[src/rtl/keypad_event_scanner.sv]
// Row-strobed keypad scanner with per-key debounce and a
// first-word-fall-through press/release event queue.
module keypad_event_scanner #(
  parameter int ROWS       = 4,
  parameter int COLS       = 4,
  parameter int SCAN_DIV   = 50000,
  parameter int DEBOUNCE   = 4,
  parameter int FIFO_DEPTH = 4,
  localparam int K  = ROWS * COLS,
  localparam int KW = (K > 1) ? $clog2(K) : 1
) (
  input  logic            clock,
  input  logic            reset,
  input  logic [COLS-1:0] keyCol,
  output logic [ROWS-1:0] keyRow,
  output logic            key_valid,
  input  logic            key_ready,
  output logic [KW-1:0]   key_code,
  output logic            key_press,
  output logic            key_down,
  output logic            overflow
);

  localparam int DW = (SCAN_DIV > 1) ? $clog2(SCAN_DIV) : 1;
  localparam int RW = (ROWS > 1) ? $clog2(ROWS) : 1;
  localparam int CW = $clog2(DEBOUNCE + 1);
  localparam int AW = $clog2(FIFO_DEPTH);

  typedef enum logic [0:0] {
    S_SCAN,
    S_EVAL
  } state_t;

  state_t          state_q, state_d;
  logic [KW-1:0]   idx_q, idx_d;
  logic [COLS-1:0] sync1, sync2;
  logic [DW-1:0]   dwell_q;
  logic [RW-1:0]   row_q;
  logic [K-1:0]    raw_q;
  logic [K-1:0]    stable_q, stable_d;
  logic [CW-1:0]   cnt_q [K];
  logic [CW-1:0]   cnt_d;
  logic            flip;
  logic            ev_press;
  logic            key_down_q;
  logic            sample;
  logic            frame_end;

  assign sample    = dwell_q == DW'(SCAN_DIV - 1);
  assign frame_end = sample && (row_q == RW'(ROWS - 1));
  assign keyRow    = ~(ROWS'(1) << row_q);

  always_ff @(posedge clock) begin
    if (reset) begin
      sync1   <= '1;
      sync2   <= '1;
      dwell_q <= '0;
      row_q   <= '0;
      raw_q   <= '0;
    end else begin
      sync1 <= keyCol;
      sync2 <= sync1;
      if (sample) begin
        dwell_q <= '0;
        if (row_q == RW'(ROWS - 1))
          row_q <= '0;
        else
          row_q <= row_q + RW'(1);
        for (int r = 0; r < ROWS; r++)
          for (int c = 0; c < COLS; c++)
            if (row_q == RW'(r))
              raw_q[r*COLS+c] <= ~sync2[c];
      end else begin
        dwell_q <= dwell_q + DW'(1);
      end
    end
  end

  always_ff @(posedge clock) begin
    if (reset) begin
      state_q <= S_SCAN;
      idx_q   <= '0;
    end else begin
      state_q <= state_d;
      idx_q   <= idx_d;
    end
  end

  // One key per cycle after each frame end, in ascending order
  always_comb begin
    state_d = state_q;
    idx_d   = idx_q;
    unique case (state_q)
      S_SCAN: begin
        if (frame_end) begin
          state_d = S_EVAL;
          idx_d   = '0;
        end
      end
      S_EVAL: begin
        if (idx_q == KW'(K - 1)) begin
          state_d = S_SCAN;
          idx_d   = '0;
        end else begin
          idx_d = idx_q + KW'(1);
        end
      end
    endcase
  end

  always_comb begin
    stable_d = stable_q;
    cnt_d    = '0;
    flip     = 1'b0;
    ev_press = ~stable_q[idx_q];
    if (state_q == S_EVAL) begin
      if (raw_q[idx_q] != stable_q[idx_q]) begin
        if (cnt_q[idx_q] + CW'(1) == CW'(DEBOUNCE)) begin
          flip            = 1'b1;
          stable_d[idx_q] = ~stable_q[idx_q];
        end else begin
          cnt_d = cnt_q[idx_q] + CW'(1);
        end
      end
    end
  end

  always_ff @(posedge clock) begin
    if (reset) begin
      stable_q   <= '0;
      key_down_q <= 1'b0;
      for (int k = 0; k < K; k++)
        cnt_q[k] <= '0;
    end else begin
      stable_q   <= stable_d;
      key_down_q <= |stable_d;
      if (state_q == S_EVAL)
        cnt_q[idx_q] <= cnt_d;
    end
  end

  assign key_down = key_down_q;

  logic [KW:0] mem [FIFO_DEPTH];
  logic [AW:0] wr_q, rd_q;
  logic [KW:0] head;
  logic        empty, full;
  logic        pop, wr_en, drop;

  assign empty = wr_q == rd_q;
  assign full  = (wr_q[AW] != rd_q[AW]) &&
                 (wr_q[AW-1:0] == rd_q[AW-1:0]);
  assign pop   = !empty && key_ready;
  // A full queue still accepts a push when the head leaves this cycle
  assign wr_en = flip && (!full || pop);
  assign drop  = flip && full && !pop;
  assign head  = mem[rd_q[AW-1:0]];

  always_ff @(posedge clock) begin
    if (wr_en)
      mem[wr_q[AW-1:0]] <= {idx_q, ev_press};
  end

  always_ff @(posedge clock) begin
    if (reset) begin
      wr_q     <= '0;
      rd_q     <= '0;
      overflow <= 1'b0;
    end else begin
      if (wr_en)
        wr_q <= wr_q + {{AW{1'b0}}, 1'b1};
      if (pop)
        rd_q <= rd_q + {{AW{1'b0}}, 1'b1};
      if (drop)
        overflow <= 1'b1;
    end
  end

  assign key_valid = !empty;
  assign key_code  = empty ? '0 : head[KW:1];
  assign key_press = !empty && head[0];

endmodule

[config.mk]
export PLATFORM = sky130hd
export DESIGN_NAME = keypad_event_scanner
export DESIGN_NICKNAME = d
export VERILOG_FILES = /design/src/rtl/keypad_event_scanner.sv
export SDC_FILE = /design/constraint.sdc
export NUM_CORES = 1
export LEC_CHECK = 0
export CAP_MARGIN = 20
export CORE_UTILIZATION = 35
export CTS_CLUSTER_DIAMETER = 150
export DETAILED_ROUTE_END_ITERATION = 10
export PLACE_DENSITY = 0.55
export SKIP_LAST_GASP = 1
export SLEW_MARGIN = 20
export SYNTH_ARGS = -nofsm -noshare
export SYNTH_HDL_FRONTEND = slang
export SYNTH_SLANG_ARGS = --single-unit
[constraint.sdc]
create_clock -name clock -period 9.05 [get_ports clock]
set_input_delay 1.81 -clock clock [delete_from_list [all_inputs] [get_ports clock]]
set_output_delay 1.81 -clock clock [all_outputs]
set_load 0.01 [all_outputs]
==> results.md, run 1 <==
- Status: complete, no violations
- Initial core utilization: 0.357
- Die ar.: 0.0204 mm2
- Synthesized area per cell: 10.9 um2
- Die X: 143 um
- Synth Area in Adders: 0.0288
- Die Span Y: 143 um
- Clk_lat worst skew: 0.42 ns
- Final period util: 0.482
- Top fanout value on the critical path: 21
- Fmax: 229 MHz
- Max Clock Skew: 0.0138 ns
- Core region area: 0.0195 mm2
- Synth warn: 0
- Primary FF master, synth: dfxtp_1
- Hold path cells: 1
- Register bit total from synthesis: 145
- Leak Pwr: 2.63 nW
- Setup TNS: 0 ns
- Hold Path Origin: sync1[1]
- CTS H-Tree Depth: 4
- Synth Cell Area: 0.00695 mm2
- Cells after synthesis: 637
- Setup violators final: 0
- Power per Cell Area: 180 mW/mm2
- RSZ-0062 raised after global routing: no
- Antenna viol nets, final: 0
- Post-synth top cells: 122 x nor2_1, 77 x dfxtp_1, 68 x edfxtp_1
- Maximum clock path buffer count: 2
- Arrival @ worst endpoint: 4.61 ns
- CTS Buf Count: 17
- Peak VDD IR: 123 uV
- Finished Core Util: 0.403
- Slew headroom: 0.387
- Residual DRC: 0
- Share of synthesized registers carrying an async set or reset: 0
- Via count: 4628
- CTS tree: done
- Post-CTS Setup Bufs: 0
- HP Class: reg2reg
- Top-area cell type share of the netlist area: 0.294
- Crit. End Element: flop
- Detailed Route WL: 14500 um
- WS Path Type: reg2reg
- Library cells used by synthesis: 59
- Cell Count, Final, Fillers Out: 912
- Synthesis-to-finish area growth: 13.0%
- Metal1 wirelength: 6470 um
- CP startpoint kind: flop
- Port bufs: 18
- R2R depth: 11
- Largest family of logic cells by synthesized area: simple AND/OR/NAND/NOR gates
- Metal2 WL: 7110 um
- Gpl congestion: 0.845
- Required @ worst endpoint: 9.31 ns
- Clk sinks: 145
- Final hold violations: 0
- Largest net degree at the start of global routing: 78
- Hold Path End: sync2[1]
- Post-Place Worst Slack: 4.73 ns
- Post-synth EDFFs: 68
- DP Cell Count: 880
- Post-layout net count: 657
- GRT Resource Usage Total: 0.152
- Total congestion overflow: 0
- Area leader, netlist: edfxtp_1
- Worst-Margin Slew: 0.918 ns
- Post-synthesis mux area share: 0.112
- Mapped Nets: 660
- Max-cap violation count: 0
- Initial antenna violation count: 0
- WL per Instance: 15.9 um
- # resized after CTS: 0
- Global-route wire length before repair: 23200 um
- Hold_buf cts: 0
- Post-synthesis compound-gate area fraction: 0.0575
- Min Tclk post-route: 4.36 ns
- First-pass DRT Iterations: 6
- Final Slew Violations: 0
- Final worst slack: 4.69 ns
- WL met3: 733 um
- Top cells by area, synth: edfxtp_1 29%, dfxtp_1 22%, nor2_1 6.6%
- Synth Area in Simple Gates: 0.213
- Vias per cell: 5.07
- Worst-path clk slew: 0.06 ns
- 1st-iter DRT viols: 336
- Share of layout cells above drive strength 1: 0.130
- Top Metal Used: met4
- CTS root buf: clkbuf_16
- Top-count cell post-synth: nor2_1
- R2R setup slack: 4.69 ns
- Sequential-to-total area share from yosys stat: 0.516
- Synth Area in XOR/XNOR: 0.0330
- ANT cells: 0
- Num rows: 51
- Post-DP HPWL: 9530 um
- Vias in the first global route: 4496
- Worst reg2reg path endpoint: key_down
- IO Count: 19
[through the flow]
stage                     power [mW]  cell area [um2]  hold WS (ns)
after floorplan                0.727             6950         0.389
after global placement         0.736             7270         0.399
after detailed placement       0.737             7270         0.399
after CTS                       1.43             7850         0.414
after global routing            1.46             7850         0.420
final                           1.41             7850         0.409
[where the power goes]
group	switching [mW]	total, mW	internal (mW)
logic	0.0143	0.0240	0.00974
registers	0.00486	0.698	0.693
clock network	0.284	0.689	0.405
[per-layer routing]
layer,vias up,global-route usage
met4,0,0.0600
met1,2208,0.191
met5,-,0
li1,2260,-
met2,141,0.249
met3,19,0.0399
[cell type report]
type / count / area (um2)
inverters: 17 / 63.8
multi-input cells: 431 / 3080
clock inverters: 13 / 121
fillers: 1861 / 11600
repair buffers: 22 / 205
clock buffers: 19 / 464
well taps: 265 / 332
flip-flops and latches: 145 / 3580
[cells by family (layout without fill, tap and decap cells)]
kind of cell               Yosys count  in the layout
adders and majority gates           16             16
buffers and inverters               61             71
muxes                               46             46
and+or+nand+nor                    288            288
AOI/OAI and AO/OA                   57             57
DFF                                145            145
xor gates and xnor gates            24             24
[worst max-delay path by stage]
stage | to | depth (start not counted) | slack, ns | from
3_5_place_dp | key_down | 11 | 4.73 | flop
4_1_cts | key_down | 11 | 4.70 | flop
2_1_floorplan | key_down | 12 | 5.41 | flop
3_3_place_gp | key_down | 11 | 4.83 | flop
6_report | key_down | 11 | 4.69 | flop
5_1_grt | key_down | 11 | 4.43 | flop
[flip-flops by register name (all words and copies together) (netlist names), 4 cells and up, named ones only]
name	count
idx_q	4
mem	20
sync2	4
raw_q	16
cnt_q	48
sync1	4
dwell_q	16
stable_q	16
[critical path, cell delays in order (launching register included)]
cell and delay [ns]:
dfxtp_1 0.87, mux4_2 0.60, mux4_2 0.54, ha_1 0.28, or3b_2 0.45, mux2i_1 0.32
o21ai_1 0.12, buf_4 0.23, or3_1 0.36, o31ai_1 0.08, o2111a_1 0.23, a41oi_1 0.11
[placed cells by master (no fill, tap or decap), drive strengths merged, types with 2 or more instances in the layout]
cell | synthesis | layout
nor3 | 12 | 12
o2111a | 2 | 2
nand3 | 20 | 20
clkinvlp | 0 | 2
clkdlybuf4s50 | 0 | 17
o31ai | 4 | 4
xor2 | 9 | 9
a21oi | 17 | 17
and2 | 12 | 12
edfxtp | 68 | 68
nand2 | 38 | 38
o21ai | 5 | 5
a211oi | 18 | 18
mux2i | 23 | 23
inv | 17 | 23
or3 | 3 | 3
and3 | 7 | 7
nor2b | 7 | 7
buf | 14 | 5
xnor2 | 15 | 15
clkinv | 0 | 4
nor2 | 132 | 132
ha | 16 | 16
nand3b | 6 | 6
nand4 | 2 | 2
dfxtp | 77 | 77
nand2b | 17 | 17
clkbuf | 30 | 19
or2 | 9 | 9
nor3b | 2 | 2
nor4 | 14 | 14
or4 | 3 | 3
mux4 | 23 | 23
Note: power is estimated with default switching activity, not from simulation.
==> inputs of run 2 (changes only) <==
--- a/config.mk
+++ b/config.mk
@@ -9,7 +9,7 @@
 export CORE_UTILIZATION = 35
 export CTS_CLUSTER_DIAMETER = 150
 export DETAILED_ROUTE_END_ITERATION = 10
-export PLACE_DENSITY = 0.55
+export PLACE_DENSITY = 0.57
 export SKIP_LAST_GASP = 1
 export SLEW_MARGIN = 20
 export SYNTH_ARGS = -nofsm -noshare
==> constraint.sdc (replaced) <==
create_clock -name clock -period 3.8 [get_ports clock]
set_input_delay 0.76 -clock clock [delete_from_list [all_inputs] [get_ports clock]]
set_output_delay 0.76 -clock clock [all_outputs]
set_load 0.01 [all_outputs]
==> run 2 against run 1 <==
Non-clock buffer count rose by 13. Sequential cell count unchanged. Final cell count rose by 1.4%. Utilization grew 1.1 points. Maximum frequency grew 18%. Register-to-register slack got worse by 4.6 ns.
==> results.md, run 2 (same netlist as run 1, synthesis figures left out) <==
- IO Count: 19 (unchanged)
- Fmax: 270 MHz (+18%)
- DP Cell Count: 892 (+1.4%)
- Final hold violations: 0 (unchanged)
- Core region area: 0.0195 mm2 (unchanged)
- Max FFs per register: 48 (unchanged)
- WS Path Type: reg2reg
- Synthesis-to-finish area growth: 16.1%
- Min Tclk post-route: 3.71 ns (-0.651 ns)
- First-pass DRT Iterations: 6 (unchanged)
- CP startpoint kind: flop
- WL per Instance: 16.0 um (+0.28%)
- Post-DP HPWL: 10100 um (+5.7%)
- Most flops, register: cnt_q
- Leak Pwr: 2.71 nW (+2.8%)
- Setup violators final: 0 (unchanged)
- HP Class: reg2reg
- Clk_lat worst skew: 0.42 ns (about the same)
- CTS tree: done
- Maximum clock path buffer count: 2 (unchanged)
- Vias per cell: 5.10 (+0.41%)
- Die X: 143 um (unchanged)
- Die Span Y: 143 um (unchanged)
- Share of layout cells above drive strength 1: 0.158 (+0.0277)
- 1st-iter DRT viols: 263 (-22%)
- Final period util: 0.976 (+0.494)
- Via count: 4713 (+1.8%)
- Global-route wire length before repair: 24000 um (+3.2%)
- Max-cap violation count: 0 (unchanged)
- GRT Resource Usage Total: 0.156 (+0.00452)
- Residual DRC: 0 (unchanged)
- Worst-Margin Slew: 0.704 ns (-0.214 ns)
- Largest net degree at the start of global routing: 43 (-45%)
- Top fanout value on the critical path: 16 (-24%)
- Final Slew Violations: 0 (unchanged)
- Num rows: 51 (unchanged)
- Number of fill cells in the layout: 1837 (-1.3%)
- Peak VDD IR: 302 uV (+150%)
- Cell Count, Final, Fillers Out: 925 (+1.4%)
- Initial core utilization: 0.357 (unchanged)
- Vias in the first global route: 4584 (+2.0%)
- Total congestion overflow: 0 (unchanged)
- Arrival @ worst endpoint: 4.00 ns (-0.61 ns)
- Power per Cell Area: 438 mW/mm2 (+140%)
- Port bufs: 18 (unchanged)
- Setup TNS: 0 ns (unchanged)
- Initial antenna violation count: 0 (unchanged)
- CTS Buf Count: 17 (unchanged)
- Crit. End Element: flop
- Slew headroom: 0.531 (+0.144)
- Fin area: 0.00806 mm2 (+2.7%)
- Most frequent cells in the layout: 121 x nor2_1, 77 x dfxtp_1, 68 x edfxtp_1
- CTS root buf: clkbuf_16
- Required @ worst endpoint: 4.09 ns (-5.22 ns)
- Worst-path clk slew: 0.06 ns (about the same)
- Die ar.: 0.0204 mm2 (unchanged)
- Hold_buf cts: 0 (unchanged)
- CTS H-Tree Depth: 4 (unchanged)
- Gpl congestion: 0.820 (-3.0%)
- Clk sinks: 145 (unchanged)
- Detailed Route WL: 14800 um (+1.7%)
- Max Clock Skew: 0.00821 ns (-0.00564 ns)
- Antenna viol nets, final: 0 (unchanged)
- Placed Instance Area: 0.00737 mm2 (+1.4%)
- Most common cell after layout, fill and taps aside: nor2_1
- ANT cells: 0 (unchanged)
- Post-layout net count: 670 (+2.0%)
- Status: complete, no violations
- Overall Power: 3.53 mW (+150%)
- RSZ-0062 raised after global routing: yes
[run 2: changes by cell type in the layout (fill, tap and decap cells not counted), sizes merged]
cell      before  now
buf            5   18
bufinv         1    2
clkbuf        19   24
clkinvlp       2    0
inv           23   19
[run 2: final cells by class]
class	instances	area (um2)	share of cell area
sequential	145	3580	0.444
multi-input combinational	431	3110	0.386
clock buffer	24	548	0.0680
tap	265	332	0.0411
timing repair buffer	35	315	0.0391
clock inverter	8	109	0.0135
inverter	17	63.8	0.00791
[run 2: power breakdown]
part / switching (mW) / leakage [nW] / internal, mW
clock network: 0.660 / 0.325 / 1.15
registers: 0.0117 / 1.30 / 1.65
logic: 0.0347 / 1.08 / 0.0238
[run 2: through the flow]
stage / setup slack, ns / hold slack (ns) / utilization
finish: 0.0930 / 0.409 / 0.414
global placement: 0.146 / 0.397 / 0.379
detailed placement: 0.0216 / 0.398 / 0.379
floorplan: 0.162 / 0.389 / -
CTS: 0.00722 / 0.413 / 0.412
global route: -0.0437 / 0.420 / 0.414
[run 2: path summary, 6_finish.rpt]
path / startpoint / endpoint / slack, ns / cells past startpoint
setup / recovery: flop / key_down / 0.09 / 12
setup reg to reg: flop / key_down / 0.09 / 12
hold / removal: sync1[3] / sync2[3] / 0.41 / 1
hold reg to reg: sync1[3] / sync2[3] / 0.41 / 1
[run 2: routing by layer]
metal | global-route usage | share of wire | routed length, um
met5 | 0 | 0 | 0
met4 | 0.0566 | 0.014 | 213
met3 | 0.0332 | 0.038 | 566
met2 | 0.267 | 0.50 | 7340
met1 | 0.195 | 0.45 | 6660
[run 2: worst max-delay path: stages, from the launching register on]
cell and delay [ns]:
dfxtp_1 0.36, buf_12 0.17, mux4_2 0.52, mux4_2 0.54, ha_2 0.25, or3b_2 0.46, mux2i_2 0.19, buf_4 0.16
o2111a_2 0.25, nand2_1 0.10, mux2i_2 0.24, o2111a_1 0.22, a41oi_1 0.11
[run 2: timing repair]
action | 4_1_cts | 5_1_grt
resized for setup | 0 | 9
setup endpoints to repair | 0 | 24
buffers inserted | 0 | 1
==> inputs of run 3 (changes only) <==
--- a/config.mk
+++ b/config.mk
@@ -10,6 +10,7 @@
 export CTS_CLUSTER_DIAMETER = 150
 export DETAILED_ROUTE_END_ITERATION = 10
 export PLACE_DENSITY = 0.57
+export SETUP_SLACK_MARGIN = 0.05
 export SKIP_LAST_GASP = 1
 export SLEW_MARGIN = 20
 export SYNTH_ARGS = -nofsm -noshare
==> run 3 against run 2 <==
Largest power group unchanged. Highest routed layer unchanged. Clock skew about the same. Utilization up 0.19 points. First-iteration DRC count down 6.5%.
==> results.md, run 3 (same netlist as run 1, synthesis figures left out) <==
- Die Span Y: 143 um (unchanged)
- Initial core utilization: 0.357 (unchanged)
- Crit. End Element: flop
- Min Tclk post-route: 3.65 ns (-0.0577 ns)
- ANT cells: 0 (unchanged)
- Detailed Route WL: 14800 um (about the same)
- Synthesis-to-finish area growth: 16.6%
- Overall Power: 3.53 mW (about the same)
- Die X: 143 um (unchanged)
- Num rows: 51 (unchanged)
- Leak Pwr: 2.73 nW (+0.83%)
- Global-route wire length before repair: 24000 um (about the same)
- Final period util: 0.960 (-0.0152)
- Core region area: 0.0195 mm2 (unchanged)
- CP startpoint kind: flop
- Status: complete, no violations
- Required @ worst endpoint: 4.09 ns (about the same)
- Max FFs per register: 48 (unchanged)
- CTS Buf Count: 17 (unchanged)
- Port bufs: 18 (unchanged)
- Fmax: 274 MHz (+1.6%)
- HP Class: reg2reg
- Initial antenna violation count: 0 (unchanged)
- Arrival @ worst endpoint: 3.94 ns (-0.06 ns)
- Metal1 wirelength: 6600 um (-0.84%)
- Post-DP HPWL: 10100 um (unchanged)
- Max-cap violation count: 0 (unchanged)
- Post-layout net count: 674 (+0.60%)
- 1st-iter DRT viols: 246 (-6.5%)
- Via count: 4737 (+0.51%)
- Top fanout value on the critical path: 11 (-5)
- Max Clock Skew: 0.00840 ns (+0.000189 ns)
- IO Count: 19 (unchanged)
- RSZ-0062 raised after global routing: no
- Hold_buf cts: 0 (unchanged)
- Share of layout cells above drive strength 1: 0.164 (+0.00658)
- Clk sinks: 145 (unchanged)
- Metal2 WL: 7360 um (+0.23%)
- Gpl congestion: 0.820 (unchanged)
- Vias per cell: 5.10 (about the same)
- Top Metal Used: met4
- Total congestion overflow: 0 (unchanged)
- Vias in the first global route: 4576 (-0.17%)
- Antenna viol nets, final: 0 (unchanged)
- CTS tree: done
- GRT Resource Usage Total: 0.157 (about the same)
- Most flops, register: cnt_q
- Setup TNS: 0 ns (unchanged)
- Power per Cell Area: 436 mW/mm2 (-0.49%)
- Die ar.: 0.0204 mm2 (unchanged)
- Clk_lat worst skew: 0.42 ns (about the same)
- Finished Core Util: 0.416 (+0.00193)
- Worst-path clk slew: 0.06 ns (about the same)
- Most common cell after layout, fill and taps aside: nor2_1
- Largest net degree at the start of global routing: 43 (unchanged)
- Setup violators final: 0 (unchanged)
- CTS root buf: clkbuf_16
- Peak VDD IR: 298 uV (-1.1%)
- Slew headroom: 0.523 (-0.00767)
- Final hold violations: 0 (unchanged)
- Maximum clock path buffer count: 2 (unchanged)
- Residual DRC: 0 (unchanged)
- WL met3: 650 um (+15%)
- WL per Instance: 15.9 um (-0.38%)
- Final Slew Violations: 0 (unchanged)
- Most frequent cells in the layout: 121 x nor2_1, 76 x dfxtp_1, 68 x edfxtp_1
- First-pass DRT Iterations: 5 (-1)
- Worst-Margin Slew: 0.716 ns (+0.0115 ns)
- WS Path Type: reg2reg
- CTS H-Tree Depth: 4 (unchanged)
==> run 3: changes by cell type in the layout (fill, tap and decap cells not counted) <==
cell and change:
dfxtp_1 -1, dfxtp_2 +1, ha_2 -1, o21ai_1 -1, buf_4 +4, nor3_4 -1
ha_4 +1, and2_1 +1, and2_2 -1, nor3_2 +1, o21ai_2 +1
==> run 3: through the flow <==
| step | instances | hold slack (ns) | cell area [um2] | setup WS, ns |
|---|---|---|---|---|
| finish | 929 | 0.409 | 8100 | 0.151 |
| CTS | 924 | 0.413 | 8040 | 0.0540 |
| detailed placement | 892 | 0.398 | 7370 | 0.0216 |
| global placement | 892 | 0.397 | 7370 | 0.146 |
| floorplan | 637 | 0.389 | 6950 | 0.162 |
| global route | 929 | 0.420 | 8100 | 0.00479 |
==> run 3: worst max-delay path, stage by stage (launching register included) <==
cell,delay [ns]
dfxtp_2,0.34
buf_12,0.14
mux4_2,0.51
mux4_2,0.55
ha_4,0.21
or3b_2,0.45
mux2i_2,0.21
buf_4,0.17
o2111a_2,0.27
nand2_1,0.09
mux2i_2,0.24
o2111a_1,0.22
a41oi_1,0.11
==> run 3: final timing paths <==
| kind | to | cells after the start | slack [ns] | startpoint |
|---|---|---|---|---|
| setup / recovery | key_down | 12 | 0.15 | flop |
| hold / removal | sync2[3] | 1 | 0.41 | sync1[3] |
| setup reg to reg | key_down | 12 | 0.15 | flop |
| hold reg to reg | sync2[3] | 1 | 0.41 | sync1[3] |
==> run 3: cell type report <==
cell class / count / area [um2]
Clock buffer: 24 / 548
Clock inverter: 8 / 109
Fill cell: 1833 / 11400
Inverter: 17 / 63.8
Multi-Input combinational cell: 431 / 3120
Sequential cell: 145 / 3580
Tap cell: 265 / 332
Timing Repair Buffer: 39 / 345
==> run 3: per-layer routing <==
layer / global-route usage / vias up
met5: 0 / -
met4: 0.0566 / 0
met3: 0.0332 / 15
met2: 0.268 / 111
met1: 0.195 / 2326
li1: - / 2285
==> run 3: power breakdown <==
part | switching [mW] | internal [mW]
Combinational | 0.0354 | 0.0245
Sequential | 0.0117 | 1.65
Clock | 0.657 | 1.15
==> run 3: what timing repair did <==
action,CTS,global route
gates resized for setup,3,7
pin swaps,0,1
endpoints found under the hold margin,0,0
setup endpoints to repair,7,28
setup buffers,0,5
